--- config.mk ---
export PLATFORM = sky130hd
export DESIGN_NAME = alu_seq_n
export DESIGN_NICKNAME = d
export VERILOG_FILES = /design/src/rtl/alu_seq_n.sv
export SDC_FILE = /design/constraint.sdc
export NUM_CORES = 1
export LEC_CHECK = 0
export CAP_MARGIN = 20
export CORE_MARGIN = 3
export CORE_UTILIZATION = 46
export DETAILED_ROUTE_END_ITERATION = 8
export PLACE_DENSITY = 0.75
export SLEW_MARGIN = 40
export SYNTH_ARGS = -nofsm -noshare
export SYNTH_HDL_FRONTEND = slang
export SYNTH_SLANG_ARGS = --single-unit
--- constraint.sdc ---
create_clock -name clk -period 5.8 [get_ports clk]
set_clock_uncertainty 0.2 [all_clocks]
set_input_delay 0.58 -clock clk [delete_from_list [all_inputs] [get_ports clk]]
set_output_delay 0.58 -clock clk [all_outputs]
set_load 0.01 [all_outputs]
--- src/rtl/alu_seq_n.sv ---
// Registered ALU with start/busy/done handshake and a shift-add unsigned multiplier.
// Optional zero/ovf status outputs are enabled by defining ALU_STATUS_FLAGS_EN.
module alu_seq_n #(
  parameter int unsigned WIDTH = 32,
  parameter int unsigned CNT_W = $clog2(WIDTH) + 1
) (
  input  logic             clk,
  input  logic             rst,
  input  logic             start,
  input  logic [2:0]       op,
  input  logic [WIDTH-1:0] a,
  input  logic [WIDTH-1:0] b,
  input  logic             c_i,
  output logic             busy,
  output logic             done,
  output logic [WIDTH-1:0] r,
  output logic [WIDTH-1:0] r_hi,
  output logic             c_o
`ifdef ALU_STATUS_FLAGS_EN
  ,
  output logic             zero,
  output logic             ovf
`endif
);

  typedef enum logic [0:0] {StIdle, StMul} state_e;

  localparam logic [2:0] OpAdd = 3'b000;
  localparam logic [2:0] OpXor = 3'b001;
  localparam logic [2:0] OpSub = 3'b010;
  localparam logic [2:0] OpMul = 3'b011;
  localparam logic [2:0] OpSlt = 3'b100;
  localparam logic [2:0] OpNor = 3'b101;
  localparam logic [2:0] OpAnd = 3'b110;
  localparam logic [2:0] OpOr  = 3'b111;

  localparam logic [CNT_W-1:0] LastCnt = CNT_W'(WIDTH - 1);

  state_e               state_q;
  logic [CNT_W-1:0]     cnt_q;
  logic [WIDTH-1:0]     mcand_q;
  // Upper half accumulates partial sums, lower half holds the unconsumed multiplier bits.
  logic [2*WIDTH-1:0]   prod_q;

  logic [WIDTH:0]       add_sum;
  logic [WIDTH:0]       sub_sum;
  logic [WIDTH-1:0]     res_d;
  logic                 carry_d;
  logic [WIDTH:0]       mul_sum;
  logic [2*WIDTH-1:0]   prod_nxt;
`ifdef ALU_STATUS_FLAGS_EN
  logic                 ovf_d;
`endif

  always_comb begin
    add_sum = {1'b0, a} + {1'b0, b} + {{WIDTH{1'b0}}, c_i};
    sub_sum = {1'b0, a} + {1'b0, ~b} + {{WIDTH{1'b0}}, 1'b1};
    res_d   = '0;
    carry_d = 1'b0;
    unique case (op)
      OpAdd: {carry_d, res_d} = add_sum;
      OpSub: {carry_d, res_d} = sub_sum;
      OpXor: res_d = a ^ b;
      OpSlt: res_d = {{(WIDTH-1){1'b0}}, $signed(a) < $signed(b)};
      OpNor: res_d = ~(a | b);
      OpAnd: res_d = a & b;
      OpOr:  res_d = a | b;
      OpMul: res_d = '0;
    endcase
  end

`ifdef ALU_STATUS_FLAGS_EN
  always_comb begin
    ovf_d = 1'b0;
    if (op == OpAdd) begin
      ovf_d = (a[WIDTH-1] == b[WIDTH-1]) && (add_sum[WIDTH-1] != a[WIDTH-1]);
    end else if (op == OpSub) begin
      ovf_d = (a[WIDTH-1] != b[WIDTH-1]) && (sub_sum[WIDTH-1] != a[WIDTH-1]);
    end
  end
`endif

  always_comb begin
    mul_sum  = {1'b0, prod_q[2*WIDTH-1:WIDTH]} + (prod_q[0] ? {1'b0, mcand_q} : '0);
    prod_nxt = {mul_sum, prod_q[WIDTH-1:1]};
  end

  always_ff @(posedge clk) begin
    if (rst) begin
      state_q <= StIdle;
      cnt_q   <= '0;
      mcand_q <= '0;
      prod_q  <= '0;
      busy    <= 1'b0;
      done    <= 1'b0;
      r       <= '0;
      r_hi    <= '0;
      c_o     <= 1'b0;
`ifdef ALU_STATUS_FLAGS_EN
      zero    <= 1'b0;
      ovf     <= 1'b0;
`endif
    end else begin
      done <= 1'b0;
      unique case (state_q)
        StIdle: begin
          if (start) begin
            if (op == OpMul) begin
              state_q <= StMul;
              busy    <= 1'b1;
              cnt_q   <= '0;
              mcand_q <= a;
              prod_q  <= {{WIDTH{1'b0}}, b};
            end else begin
              r    <= res_d;
              r_hi <= '0;
              c_o  <= carry_d;
              done <= 1'b1;
`ifdef ALU_STATUS_FLAGS_EN
              zero <= (res_d == '0);
              ovf  <= ovf_d;
`endif
            end
          end
        end
        StMul: begin
          prod_q <= prod_nxt;
          cnt_q  <= cnt_q + 1'b1;
          if (cnt_q == LastCnt) begin
            state_q <= StIdle;
            busy    <= 1'b0;
            done    <= 1'b1;
            r       <= prod_nxt[WIDTH-1:0];
            r_hi    <= prod_nxt[2*WIDTH-1:WIDTH];
            c_o     <= 1'b0;
`ifdef ALU_STATUS_FLAGS_EN
            zero    <= (prod_nxt == '0);
            ovf     <= 1'b0;
`endif
          end
        end
        default: state_q <= StIdle;
      endcase
    end
  end

endmodule

After elaboration in Yosys (flattened, before gate mapping)
Cells that the tools add are included.
- output and inout bits: 67
- logic and storage cells: 71
- bits in registers: 170
- eq/ne operators: 12
- magnitude comparators: 1
- mux-type cells: 32
- reduce and logical (&&, ||, !) cells: 5
- add/sub/neg operators: 6
- bitwise operators: 6
- operators with widths (operator ; number):
    32-bit two-way mux ; 7
    32-bit case mux with 7 select lines ; 1
    64-bit two-way mux ; 2
    32-bit case mux with 2 select lines ; 2
    64-bit case mux with 2 select lines ; 1
    32-bit by 32-bit adder with 33-bit output ; 3
    32-bit NOT ; 2
    33-bit by 1-bit adder with 33-bit output ; 1
    33-bit by 1-bit adder with 33-bit output, second input constant ; 1
    32-bit bitwise AND ; 1
    32-bit < comparator ; 1
    32-bit bitwise OR ; 1
    32-bit bitwise XOR ; 1
    3-bit equality test, second input constant ; 4
    6-bit two-way mux ; 2
    6-bit case mux with 2 select lines ; 1
    1-bit two-way mux ; 11
    1-bit case mux with 2 select lines ; 5
    3-bit AND reduction ; 3
    6-bit by 1-bit adder with 6-bit output, second input constant ; 1
    3-bit by 2-bit equality test with 1-bit output, second input constant ; 2
    6-bit by 5-bit equality test with 1-bit output, second input constant ; 1
    2-bit inequality test, second input constant ; 3
    3-bit by 1-bit equality test with 1-bit output, second input constant ; 1
    4 further kinds ; 4

Depth between registers and ports, before layout
- depth after elaboration: 7
- mapped depth: 13

Worst setup path before layout
No wires, ideal clock.
- path kind: input to register
- start: input a[0]
- end: register r[0]
- cell stages on the path: 13
- setup slack: 2.405 ns
- required time: 5.509 ns
- arrival time: 3.104 ns
- setup time: 0.091 ns
- path through: inv_1 > ha_1 > inv_1 > fa_1 > nor2b_1 > o311ai_2 > a211oi_1 > nor2_2 > o211ai_4 > a31oi_4 > o31ai_1 > or4_1 > a311oi_1
- word-level cells in the longest chain between the ends: 6
- elaborated cells on any way between the ends: 13
- classes of those cells: add/sub (4); order compare (1); mux (4); bitwise (4)
- ends and longest elaborated chain (what ; line ; RTL):
    from (decl) ; 11 ; input logic [WIDTH-1:0] a,
    32-bit by 32-bit adder with 33-bit output (tied with other cells) ; 57 ; sub_sum = {1'b0, a} + {1'b0, ~b} + {{WIDTH{1'b0}}, 1'b1};
    33-bit by 1-bit adder with 33-bit output (tied with other cells) ; 57 ;
    32-bit case mux with 7 select lines (*) ; 60 ; unique case (op)
    32-bit two-way mux (*) ; 108 ; if (op == OpMul) begin
    32-bit two-way mux (*) ; 107 ; if (start) begin
    32-bit case mux with 2 select lines (*) ; 105 ; unique case (state_q)
    to (signal assigned) ; 115 ; r <= res_d;
    to (signal assigned) ; 133 ; r <= prod_nxt[WIDTH-1:0];
    to (decl) ; 16 ; output logic [WIDTH-1:0] r,
Every way passes the cells marked *; elsewhere a longest branch is shown, timed or not. The select of a mux whose other input is x is not followed.
A chain may end at the register's enable or synchronous reset.

Final worst setup path
- start: input a[0]
- end: register c_o
- word-level cells in the longest chain between the ends: 6
- elaborated cells on any way between the ends: 8
- classes of those cells: add/sub (4); mux (4)
- ends and longest elaborated chain (what ; line ; RTL):
    32-bit by 32-bit adder with 33-bit output, on equally long branches ; 57, 56 ;
    33-bit by 1-bit adder with 33-bit output, on equally long branches ; 57, 56 ;
    1-bit case mux with 2 select lines (*) ; 60 ;
    1-bit two-way mux (*) ; 108 ;
    1-bit two-way mux (*) ; 107 ;
    1-bit case mux with 2 select lines (*) ; 105 ;
    to (signal assigned) ; 117 ; c_o <= carry_d;
    to (decl) ; 18 ; output logic c_o
Marked as above.

==> out/results.ini <==
[floorplan]
fp.dieW_um = 178
num_io_pins = 138
die_y_um = 178
start_util_pct = 47.0
dieArea_um2 = 31700
core_um2 = 28900
rows = 62

[power_and_ir_drop]
p_sw_share_pct = 34.0
netSwitchingPower_w = 0.00114
p_comb_share_pct = 26.4
intPower_w = 0.00220
seqPwrFrac_pct = 36.7
total_power_w = 0.00334
p_per_area_nw_per_um2 = 211
peakVddDrop_uv = 199
pwr-share-clk_pct = 36.9
p_leak_nw = 6.37

[detailed_routing]
drt-wirelength-per-cell_um = 22.0
final_antenna_net_count = 0
initialDrtViolationCount = 1760
vias = 14368
dr.pass1.iters = 6
vias_per_cell = 6.34
drc_errors = 0
finalWirelength_mm = 49.8

[synth]
synth_top_family_by_area = compound AO/OA/AOI/OAI gates
syn-num-nets = 2017
yosys.area_share.simple_pct = 18.7
ys_ff_latch = 170
ys_async_sr_fraction_pct = 0
synth_edf_count = 0
synth_xor_area_share_pct = 3.74
muxShareOfSynthArea_pct = 0.745
ys_types = 91
synthCells = 1813
syn_area_um2 = 13600
ys_seq_area_share_pct = 25.0
synthAdderAreaFrac_pct = 12.5
avgSynthCellArea_um2 = 7.50
synth-main-ff-cell = dfxtp_1
yosys_warnings = 0
synth_compound_area_share_pct = 32.5

[setup_path]
r2r_end = r_hi[27]$_SDFFE_PP0P_
r2r_slack_ps = 1800
end_kind = flip-flop
start_kind = input port
worst_r2r_path_depth = 12
r2r_start = prod_q[0]$_SDFFE_PP0P_
arrival_ps = 4210
cp_max_fo = 4
crit_start = a[0]
worstPathRequired_ps = 5970
criticalPathCategory = in2reg

[timing]
hold_slack_ps = 249
setup-tns-final_ps = 0
setup_ws_ps = 1760
setup_violations = 0
finalCritPeriodShare_pct = 69.6
slew_headroom_pct = 36.9
rsz0062_at_grt = false
hold_viol_final = 0
fin_crit_ps = 4040
max_clock_freq_mhz = 248
tightest_slew_ps = 940
drv_slew = 0

[clock_tree]
cts_resized = 0
hold_buffers = 0
path_clk_slew_ps = 70
clock_latency_ps = 440
htree_levels = 4
cts_tree = yes
cts_root_buf = clkbuf_16
cts_buffers = 17
cts_buffer_depth = 2
cts_setup_buffers = 0
cts.sinks = 170

[global_route]
overflow = 0
grt_usage_pct = 30.7
antenna_found_initial = 0
grt_pass1_vias = 13505
grt_first_pass_wirelength_mm = 76.5
grt_max_degree = 68

[run_status]
status = finished, final reports clean

[flow_run]
max_cap_viol_count = 0

[finish]
nFillCells = 2764
nets = 2073
multi_input_area_um2 = 9310
drive_gt1_share_pct = 5.48
final_area_um2 = 15800
regArea_um2 = 3410
area_delta_synth_final_pct = 16.3

[hold_path]
hold_path.class = reg2reg
hp-start = r_hi[10]$_SDFFE_PP0P_
min_delay_path_depth = 2
hold_path_end = r_hi[10]$_SDFFE_PP0P_

[place]
place.port_buffers = 137
pre_cts_ws_ps = 1420
placed_area_um2 = 15200
dp_hpwl_mm = 35.1
finalWeightedCongestion = 0.977

[registers in the layout, summed over array words and instances (netlist names)]
register and cells:
c_o 1, state_q 1, busy 1, r_hi 32, r 32, prod_q 64, mcand_q 32, done 1
cnt_q 6
[placed cells by master (no fill, tap or decap), types with 14 or more instances in the layout]
master           count
a211oi_1            26
a21o_1              24
a21oi_1            186
a222oi_1            33
a22o_1              15
a22oi_1             36
a31oi_1             21
and2_1              36
buf_4               28
clkbuf_16           18
clkdlybuf4s50_1    133
dfxtp_1            169
ha_1               129
inv_1              104
nand2_1            191
nand3_1             45
nor2_1             174
nor2b_1             16
nor3_1              36
o211ai_1            32
o21a_1              14
o21ai_0             88
o21bai_1            14
o31ai_1             15
xnor2_1             43
xor2_1              15
[cells in the mapped netlist, types with 21 or more instances]
cell type / instances / share of area, %
nand2_1: 191 / 5.3
ha_1: 129 / 12
a222oi_1: 33 / 2.4
a21oi_1: 187 / 6.9
nor2_1: 178 / 4.9
dfxtp_1: 170 / 25
a21o_1: 24 / 1.3
inv_1: 104 / 2.9
o211ai_1: 32 / 1.8
nor3_1: 37 / 1.4
clkbuf_1: 95 / 2.6
a31oi_1: 21 / 0.97
xnor2_1: 43 / 2.8
and2_1: 36 / 1.7
nand3_1: 45 / 1.7
a211oi_1: 26 / 1.4
a22oi_1: 36 / 2.0
o21ai_0: 88 / 3.2
[metal layers]
layer | global-route usage, % | routed length, um | vias to the layer above
met3 | 4.13 | 3780 | 106
li1 | - | - | 6715
met5 | 0 | 0 | -
met4 | 12.2 | 1990 | 0
met1 | 41.8 | 21600 | 6887
met2 | 48.8 | 22400 | 660
[power groups by stage]
| stage | Clock (W) | Sequential [W] | Combinational (W) |
|---|---|---|---|
| after floorplan | 0 | 0.00125 | 0.000543 |
| after global placement | 0 | 0.00125 | 0.000845 |
| after detailed placement | 0 | 0.00125 | 0.000857 |
| after CTS | 0.00124 | 0.00123 | 0.000862 |
| after global routing | 0.00128 | 0.00123 | 0.000947 |
| final | 0.00123 | 0.00123 | 0.000881 |
[through the flow]
stage	std cells	utilization [%]
global route	2265	54.7
floorplan	1813	-
global placement	2233	52.4
CTS	2265	54.7
detailed placement	2234	52.6
finish	2266	54.7
[critical path, stage by stage]
cell and delay, ps:
clkdlybuf4s50_1 510, inv_1 100, fa_1 450, inv_1 90, fa_1 220, nand3_1 110, a211oi_1 360, o21a_1 230
a21oi_1 160, o21ai_1 440, a31oi_1 300, nor3_1 310, o221ai_1 160, a21oi_1 190
[layout make-up]
cell class,instances,share of cell area (%)
Antenna cell,1,0.0158
Clock buffer,19,2.87
Clock inverter,12,0.981
Inverter,113,2.69
Multi-Input combinational cell,1402,58.9
Sequential cell,170,21.5
Tap cell,384,3.04
Timing Repair Buffer,165,10.0
[kinds of logic after synthesis]
kind of cell               Yosys count
DFF                                170
buffers and inverters              241
adders and majority gates          133
and+or+nand+nor                    566
xor gates and xnor gates            58
AOI/OAI and AO/OA                  635
muxes                               10
[worst max-delay path by stage]
stage          cells after the start                     to
5_1_grt                           12  r_hi[25]$_SDFFE_PP0P_
6_report                          14       c_o$_SDFFE_PP0P_
4_1_cts                           14      r[0]$_SDFFE_PP0P_
2_1_floorplan                     13      r[0]$_SDFFE_PP0P_
3_3_place_gp                      14      r[0]$_SDFFE_PP0P_
3_5_place_dp                      14      r[0]$_SDFFE_PP0P_
No activity file was read; power rests on OpenSTA's default activity.
